--- src/rtl/seg7_scan_ctrl.sv ---
// Eight-digit multiplexed 7-segment scan controller feeding a 74HC595 driver.
// Optional leading-zero blanking is compiled in with `define SEG7_LZ_BLANK_EN.
module seg7_scan_ctrl #(
  parameter int CLK_FREQ  = 50_000_000,
  parameter int SCAN_FREQ = 1_000,
  parameter int CNT_W     = 16
) (
  input  logic        clk,
  input  logic        reset,
  input  logic [31:0] disp_data,
  input  logic [7:0]  disp_dp,
  input  logic [7:0]  disp_en,
  input  logic        load,
  output logic [15:0] data,
  output logic        chip_en,
  output logic        frame_start,
  output logic        pending
);

  localparam int DIV = CLK_FREQ / SCAN_FREQ;
  localparam logic [CNT_W-1:0] CNT_MAX = CNT_W'(DIV - 1);

  logic [CNT_W-1:0] cnt;
  logic [2:0]       idx;

  logic [31:0] pend_data;
  logic [7:0]  pend_dp;
  logic [7:0]  pend_en;

  logic [31:0] act_data;
  logic [7:0]  act_dp;
  logic [7:0]  act_en;
  logic [7:0]  act_blank;

  logic        slot_end;
  logic        frame_end;
  logic [7:0]  lz_mask;
  logic [3:0]  cur_nib;
  logic [6:0]  dec7;
  logic        show;
  logic [7:0]  seg_w;
  logic [7:0]  sel_w;

  assign slot_end  = (cnt == CNT_MAX);
  assign frame_end = slot_end && (idx == 3'd7);

  // Blank mask is derived from the pending frame so it travels with it into the active buffer.
  always_comb begin
    lz_mask = '0;
`ifdef SEG7_LZ_BLANK_EN
    begin
      logic lead;
      lead = 1'b1;
      for (int i = 7; i >= 1; i--) begin
        if (pend_en[i] && ((pend_data[4*i +: 4] != 4'h0) || pend_dp[i]))
          lead = 1'b0;
        lz_mask[i] = lead;
      end
    end
`endif
  end

  assign cur_nib = act_data[{idx, 2'b00} +: 4];

  // Active-low gfedcba patterns.
  always_comb begin
    dec7 = 7'h7F;
    case (cur_nib)
      4'h0: dec7 = 7'h40;
      4'h1: dec7 = 7'h79;
      4'h2: dec7 = 7'h24;
      4'h3: dec7 = 7'h30;
      4'h4: dec7 = 7'h19;
      4'h5: dec7 = 7'h12;
      4'h6: dec7 = 7'h02;
      4'h7: dec7 = 7'h78;
      4'h8: dec7 = 7'h00;
      4'h9: dec7 = 7'h10;
      4'hA: dec7 = 7'h08;
      4'hB: dec7 = 7'h03;
      4'hC: dec7 = 7'h46;
      4'hD: dec7 = 7'h21;
      4'hE: dec7 = 7'h06;
      4'hF: dec7 = 7'h0E;
      default: dec7 = 7'h7F;
    endcase
  end

  always_comb begin
    show  = act_en[idx] & ~act_blank[idx];
    seg_w = 8'hFF;
    sel_w = 8'h00;
    if (show) begin
      seg_w = {~act_dp[idx], dec7};
      sel_w = 8'b1 << idx;
    end
  end

  always_ff @(posedge clk) begin
    if (reset) begin
      cnt         <= '0;
      idx         <= 3'd0;
      pend_data   <= '0;
      pend_dp     <= '0;
      pend_en     <= '0;
      pending     <= 1'b0;
      act_data    <= '0;
      act_dp      <= '0;
      act_en      <= '0;
      act_blank   <= '0;
      data        <= 16'hFF00;
      chip_en     <= 1'b0;
      frame_start <= 1'b0;
    end else begin
      chip_en <= 1'b1;

      if (slot_end) begin
        cnt <= '0;
        idx <= idx + 3'd1;
      end else begin
        cnt <= cnt + 1'b1;
      end

      if (frame_end && pending) begin
        act_data  <= pend_data;
        act_dp    <= pend_dp;
        act_en    <= pend_en;
        act_blank <= lz_mask;
      end

      // A load on the transfer cycle wins the pending flag; the transfer above used the old contents.
      if (load) begin
        pend_data <= disp_data;
        pend_dp   <= disp_dp;
        pend_en   <= disp_en;
        pending   <= 1'b1;
      end else if (frame_end) begin
        pending <= 1'b0;
      end

      if (cnt == '0)
        data <= {seg_w, sel_w};
      frame_start <= (cnt == '0) && (idx == 3'd0);
    end
  end

endmodule

--- config.mk ---
export PLATFORM = sky130hd
export DESIGN_NAME = seg7_scan_ctrl
export DESIGN_NICKNAME = d
export VERILOG_FILES = /design/src/rtl/seg7_scan_ctrl.sv
export SDC_FILE = /design/constraint.sdc
export NUM_CORES = 1
export LEC_CHECK = 0
export ABC_AREA = 1
export CAP_MARGIN = 0
export CORE_AREA = 2 2 151 116
export CTS_CLUSTER_DIAMETER = 30
export CTS_CLUSTER_SIZE = 25
export DETAILED_ROUTE_END_ITERATION = 7
export DIE_AREA = 0 0 153 118
export GPL_TIMING_DRIVEN = 0
export PLACE_DENSITY_LB_ADDON = 0.25
export RECOVER_POWER = 100
export SLEW_MARGIN = 10
export SYNTH_ARGS = -nofsm -noshare
export SYNTH_HDL_FRONTEND = slang
export SYNTH_SLANG_ARGS = --single-unit
--- constraint.sdc ---
create_clock -name clk -period 2.7 [get_ports clk]
set_input_delay 0.81 -clock clk [delete_from_list [all_inputs] [get_ports clk]]
set_output_delay 0.81 -clock clk [all_outputs]
set_load 0.05 [all_outputs]
# Word level (Yosys, flattened, before mapping)
# Memory sizes are Yosys's and may differ from the RTL's. A register that Yosys moved wholly into a read port is not among the register bits.
# Cells that the tools add are included.
# op_classes
add_sub_neg	2
order_cmp	1
n_eq_ne	2
shift	2
mux	12
bitwise_logic	3
reduce_logical	7
# op_table
operator	count
$shiftx A32 B6 Y4	1
$add A16 B1 Y16 const B	1
$eq A16 B16 Y1 const B	1
$logic_not A16 Y1	1
$mux W8	2
$shl A1 B3 Y8 const A	1
$bmux W1 S3	2
$mux W1	6
$mux W3	2
$lt A3 B4 Y1 const B	1
$add A3 B1 Y3 const B	1
$eq A3 B3 Y1 const B	1
$logic_and A1 B1 Y1	3
$logic_not A3 Y1	1
$not A1 Y1	2
$reduce_bool A2 Y1	1
$reduce_or A2 Y1	1
$and A1 B1 Y1	1
# word_totals
regBits	134
rom_bits	120
in_bits	51
out_inout_bits	19
elab_cells	43
memories	2
# memory_table
name	words	width	rd	rd_ports_with_merged_regs	write_ports	line_no	source
(no name shown)	16	7	1	0	0	68	case (cur_nib)
(no name shown)	8	1	1	1	0	90	show = act_en[idx] & ~act_blank[idx];

# Longest topological paths before layout
# logic_depth
ltp_word	5
depth_mapped	16
depth_no_buf	14

# Worst setup path before layout
# No wires, ideal clock.
# synth_path
path_kind	register to register
start	reg idx[0]
end	reg data[13]
arrival_ns	1.787
required_ns	2.585
setup_slack_ns	0.797
stages_incl_launch_ff	15
n_path_buf	2
synth_period_minus_slack_ns	1.903
path_cell_list	dfxtp_1 buf_2 clkbuf_1 nand2_1 nand3_1 nand3_1 nand2_1 inv_1 ha_1 nand3_1 nand2_1 nand2_1 nand3_1 nand2_1 nand2_1
# synth_via
elab_chain_len	4
# synth_rtl
element	line_no	source
start, declared	24	logic [2:0] idx;
start signal, assigned	119	idx <= idx + 3'd1;
branches (longest 3 deep; another with $mem_v2 Z16 W7)	--	
$mux W8 *	93	if (show) begin
end signal, assigned	142	data <= {seg_w, sel_w};
end, declared	14	output logic [15:0] data,
# Every way passes the cells marked *. The select of a mux whose other input is x is not followed.
# A chain may end at the register's enable or synchronous reset.

# Worst setup path in the final report
# layout_path
start	reg pending
end	out pending
# layout_lines
element	line_no	source
start, declared	17	output logic pending
start signal, assigned	106	pending <= 1'b0;
start signal, assigned	136	pending <= 1'b1;
start signal, assigned	138	pending <= 1'b0;
# No word-level cell between the ends.

==> out/qor.csv <==
stage,metric,value,unit
status,status,completed,
synthesis,synth.distinct_cells,29,
timing,grt_setup_unrepaired,false,
timing,slew_violations,0,
grt,grt_usage,0.169,
placement,hpwl,10.8,mm
die,std_cell_rows,41,
grt,grt_pass1_wl,24.7,mm
timing,clock.fmax,404,MHz
timing,hold_viol,0,
clock_network,htreeDepth,4,
worst_setup_path,critical_path.cell_chain,dlygate4sd3_1,
synthesis,synth_top_area_frac,0.472,
grt,grt_max_degree,17,
finish,layout-drive-gt1-share,0.0606,
synthesis,syn-num-nets,840,
finish,nets,927,
grt,use_met2,0.242,
routing,ant_nets,0,
worst_setup_path,r2r_start,idx[0]$_SDFFE_PP0P_,
synthesis,async_flop_share,0,
routing,routed_wl,14.9,mm
timing,max-slew-margin-rel,0.547,
timing,fin_crit,2480,ps
synthesis,synth_most_common_cell,dfxtp_1,
worst_setup_path,crit_cells,1,
finish,seqCellArea,2680,um2
grt,globalRoute.busiestLayer,met1,
timing,period_share,0.917,
routing,viasPerCell,4.76,
die,core,16600,um2
pwr,ir_drop,0.326,mV
worst_setup_path,worstReg2RegEnd,data[13]$_SDFFE_PP1N_,
worst_setup_path,cp_max_fo,3,
synthesis,ys_seq_area_frac,0.472,
pwr,cellLeakagePower,2.96,nW
synthesis,yosys_register_bits,134,
worst_setup_path,crit_start,pending$_SDFFE_PP0P_,
worst_setup_path,rrSetupSlack,320,ps
worst_setup_path,path_buf_inv,1,
synthesis,yosysTopAreaCell,dfxtp_1,
timing,finalClockSkew,9.41,ps
clock_network,cts.sinks,134,
worst_setup_path,cp_slowest_stage_delay,880,ps
clock_network,cts_root_buffer,clkbuf_16,
placement,io_buffers,68,
clock_network,clock_latency,420,ps
synthesis,synth_edf_count,0,
worst_setup_path,arrival,1670,ps
synthesis,synth_area,5690,um2
die,die_h,118,um
die,start_util,0.343,
job,maxCapViolations,0,
synthesis,syn_area_per_cell,7.34,um2
synthesis,yosysWarningCount,0,
grt,grt_pass1_vias,4943,
finish,fillers,1726,
placement,place_inst,1058,
placement,place_congestion,0.859,
clock_network,cts-buffers-inserted,17,
routing,num_vias,5185,
routing,drt_iter0_markers,294,
synthesis,synthTopCellsByArea,"dfxtp_1, a21oi_1, o21ai_0, nand2_1, inv_1",
clock_network,path_clk_slew,60,ps
finish,diodes,0,
finish,instances_no_fill,1090,
finish,syn2layout_area_growth,26.6,%
clock_network,cts_setup_buffers,0,
finish,multi_input_area,2390,um2
worst_setup_path,end_kind,output pin,
timing,whs,451,ps
clock_network,clock_path_buffers,2,
synthesis,yosys_most_used_dff,dfxtp_1,
clock_network,post_cts_resized,0,
timing,worst_pin_slew,679,ps
clock_network,postCtsHoldBufs,0,
worst_setup_path,crit_slowest_cell,dlygate4sd3_1,
finish,finalInstanceArea,7200,um2
grt,grtUsageMet1,0.249,
clock_network,cts_tree,done,
synthesis,syn_inst,775,
die,die-area,18100,um2
timing,finalSetupViolations,0,
die,ios,70,
grt,overflow,0,
synthesis,synthTopCellsByCount,"dfxtp_1, nand2_1, a21oi_1",
worst_setup_path,critPathKind,reg -> out,
pwr,p_per_area,652,nW/um2
worst_setup_path,crit_end,pending,
worst_hold_path,hold_path_class,reg -> reg,
grt,use_met3,0.0464,
routing,dr.pass1.iters,4,
worst_setup_path,startpoint_type,flip-flop,
routing,wl_per_cell,13.7,um
worst_setup_path,crit_family,buffers and inverters,
routing,drcViolationCount,0,
placement,dpl_cell_area,6640,um2
worst_setup_path,critPathRequiredTime,1890,ps
grt,antenna_found_initial,0,
die,die_w,153,um
worst_setup_path,r2r_cells,16,
## sequential cells by signal, indices dropped and copies added (netlist names)
| name | count |
|---|---|
| act_data | 32 |
| pend_data | 32 |
| cnt | 16 |
| data | 16 |
| act_dp | 8 |
| act_en | 8 |
| pend_dp | 8 |
| pend_en | 8 |
| idx | 3 |
| chip_en | 1 |
| frame_start | 1 |
| pending | 1 |
## report_power, final
| part | internal (mW) | total (mW) | switching (mW) |
|---|---|---|---|
| clock network | 1.37 | 2.25 | 0.875 |
| registers | 2.05 | 2.07 | 0.0246 |
| logic | 0.144 | 0.369 | 0.226 |
| total | 3.57 | 4.69 | 1.13 |
## worst min path at each step
stage | start | to | slack [ps] | cells after the start
3_5_place_dp | pend_data[3]$_SDFFE_PP0P_ | act_data[3]$_SDFFE_PP0P_ | 450 | 2
3_3_place_gp | pend_data[13]$_SDFFE_PP0P_ | act_data[13]$_SDFFE_PP0P_ | 440 | 2
2_1_floorplan | pend_data[0]$_SDFFE_PP0P_ | act_data[0]$_SDFFE_PP0P_ | 430 | 2
5_1_grt | pend_data[18]$_SDFFE_PP0P_ | act_data[18]$_SDFFE_PP0P_ | 470 | 2
4_1_cts | pend_data[26]$_SDFFE_PP0P_ | act_data[26]$_SDFFE_PP0P_ | 450 | 2
6_report | pend_data[26]$_SDFFE_PP0P_ | act_data[26]$_SDFFE_PP0P_ | 450 | 2
## cell usage in the layout (no fill, tap or decap), types with 2 or more instances in the layout
cell type,instances
nor2_1,42
buf_2,10
a21oi_1,120
clkinv_1,2
clkinv_4,2
ha_1,14
clkbuf_16,17
inv_1,103
nor3_1,4
clkinv_2,5
o22ai_1,2
clkbuf_2,4
clkinvlp_4,4
inv_2,2
buf_4,3
nand3_1,54
clkdlybuf4s50_1,48
dfxtp_1,134
o21ai_0,111
nand4_1,7
a211oi_1,2
bufinv_16,2
nor3b_1,2
clkbuf_1,29
dlygate4sd3_1,20
nand2_1,122
## metal layers
metal  share of wire  vias to the layer above
met2            0.41                       97
li1                -                     2709
met3           0.048                        7
met1            0.53                     2372
met4          0.0060                        0
met5               0                        -
## kinds of logic after synthesis
group                      Yosys count  synth area share
AOI/OAI and AO/OA                  237             0.211
adders and majority gates           14            0.0308
buffers and inverters              152             0.106
and+or+nand+nor                    236             0.178
xor gates and xnor gates             2           0.00308
DFF                                134             0.472
## cell type report
class / count / area share
timing repair buffer: 68 / 0.0946
tap: 215 / 0.0374
sequential: 134 / 0.373
multi-input combinational: 489 / 0.332
inverter: 107 / 0.0558
buffer: 45 / 0.0275
clock inverter: 13 / 0.0184
clock buffer: 19 / 0.0615
## stage by stage
step | worst slack (ps) | power [mW] | setup TNS (ps) | util
6_report | 225 | 4.69 | 0 | 0.434
3_3_place_gp | -39.4 | 2.49 | -55.1 | 0.401
3_5_place_dp | -7.55 | 2.50 | -7.55 | 0.401
5_1_grt | 67.0 | 4.88 | 0 | 0.434
4_1_cts | 258 | 4.74 | 0 | 0.435
2_1_floorplan | 797 | 2.33 | 0 | -
(Power assumes the default switching activity.)
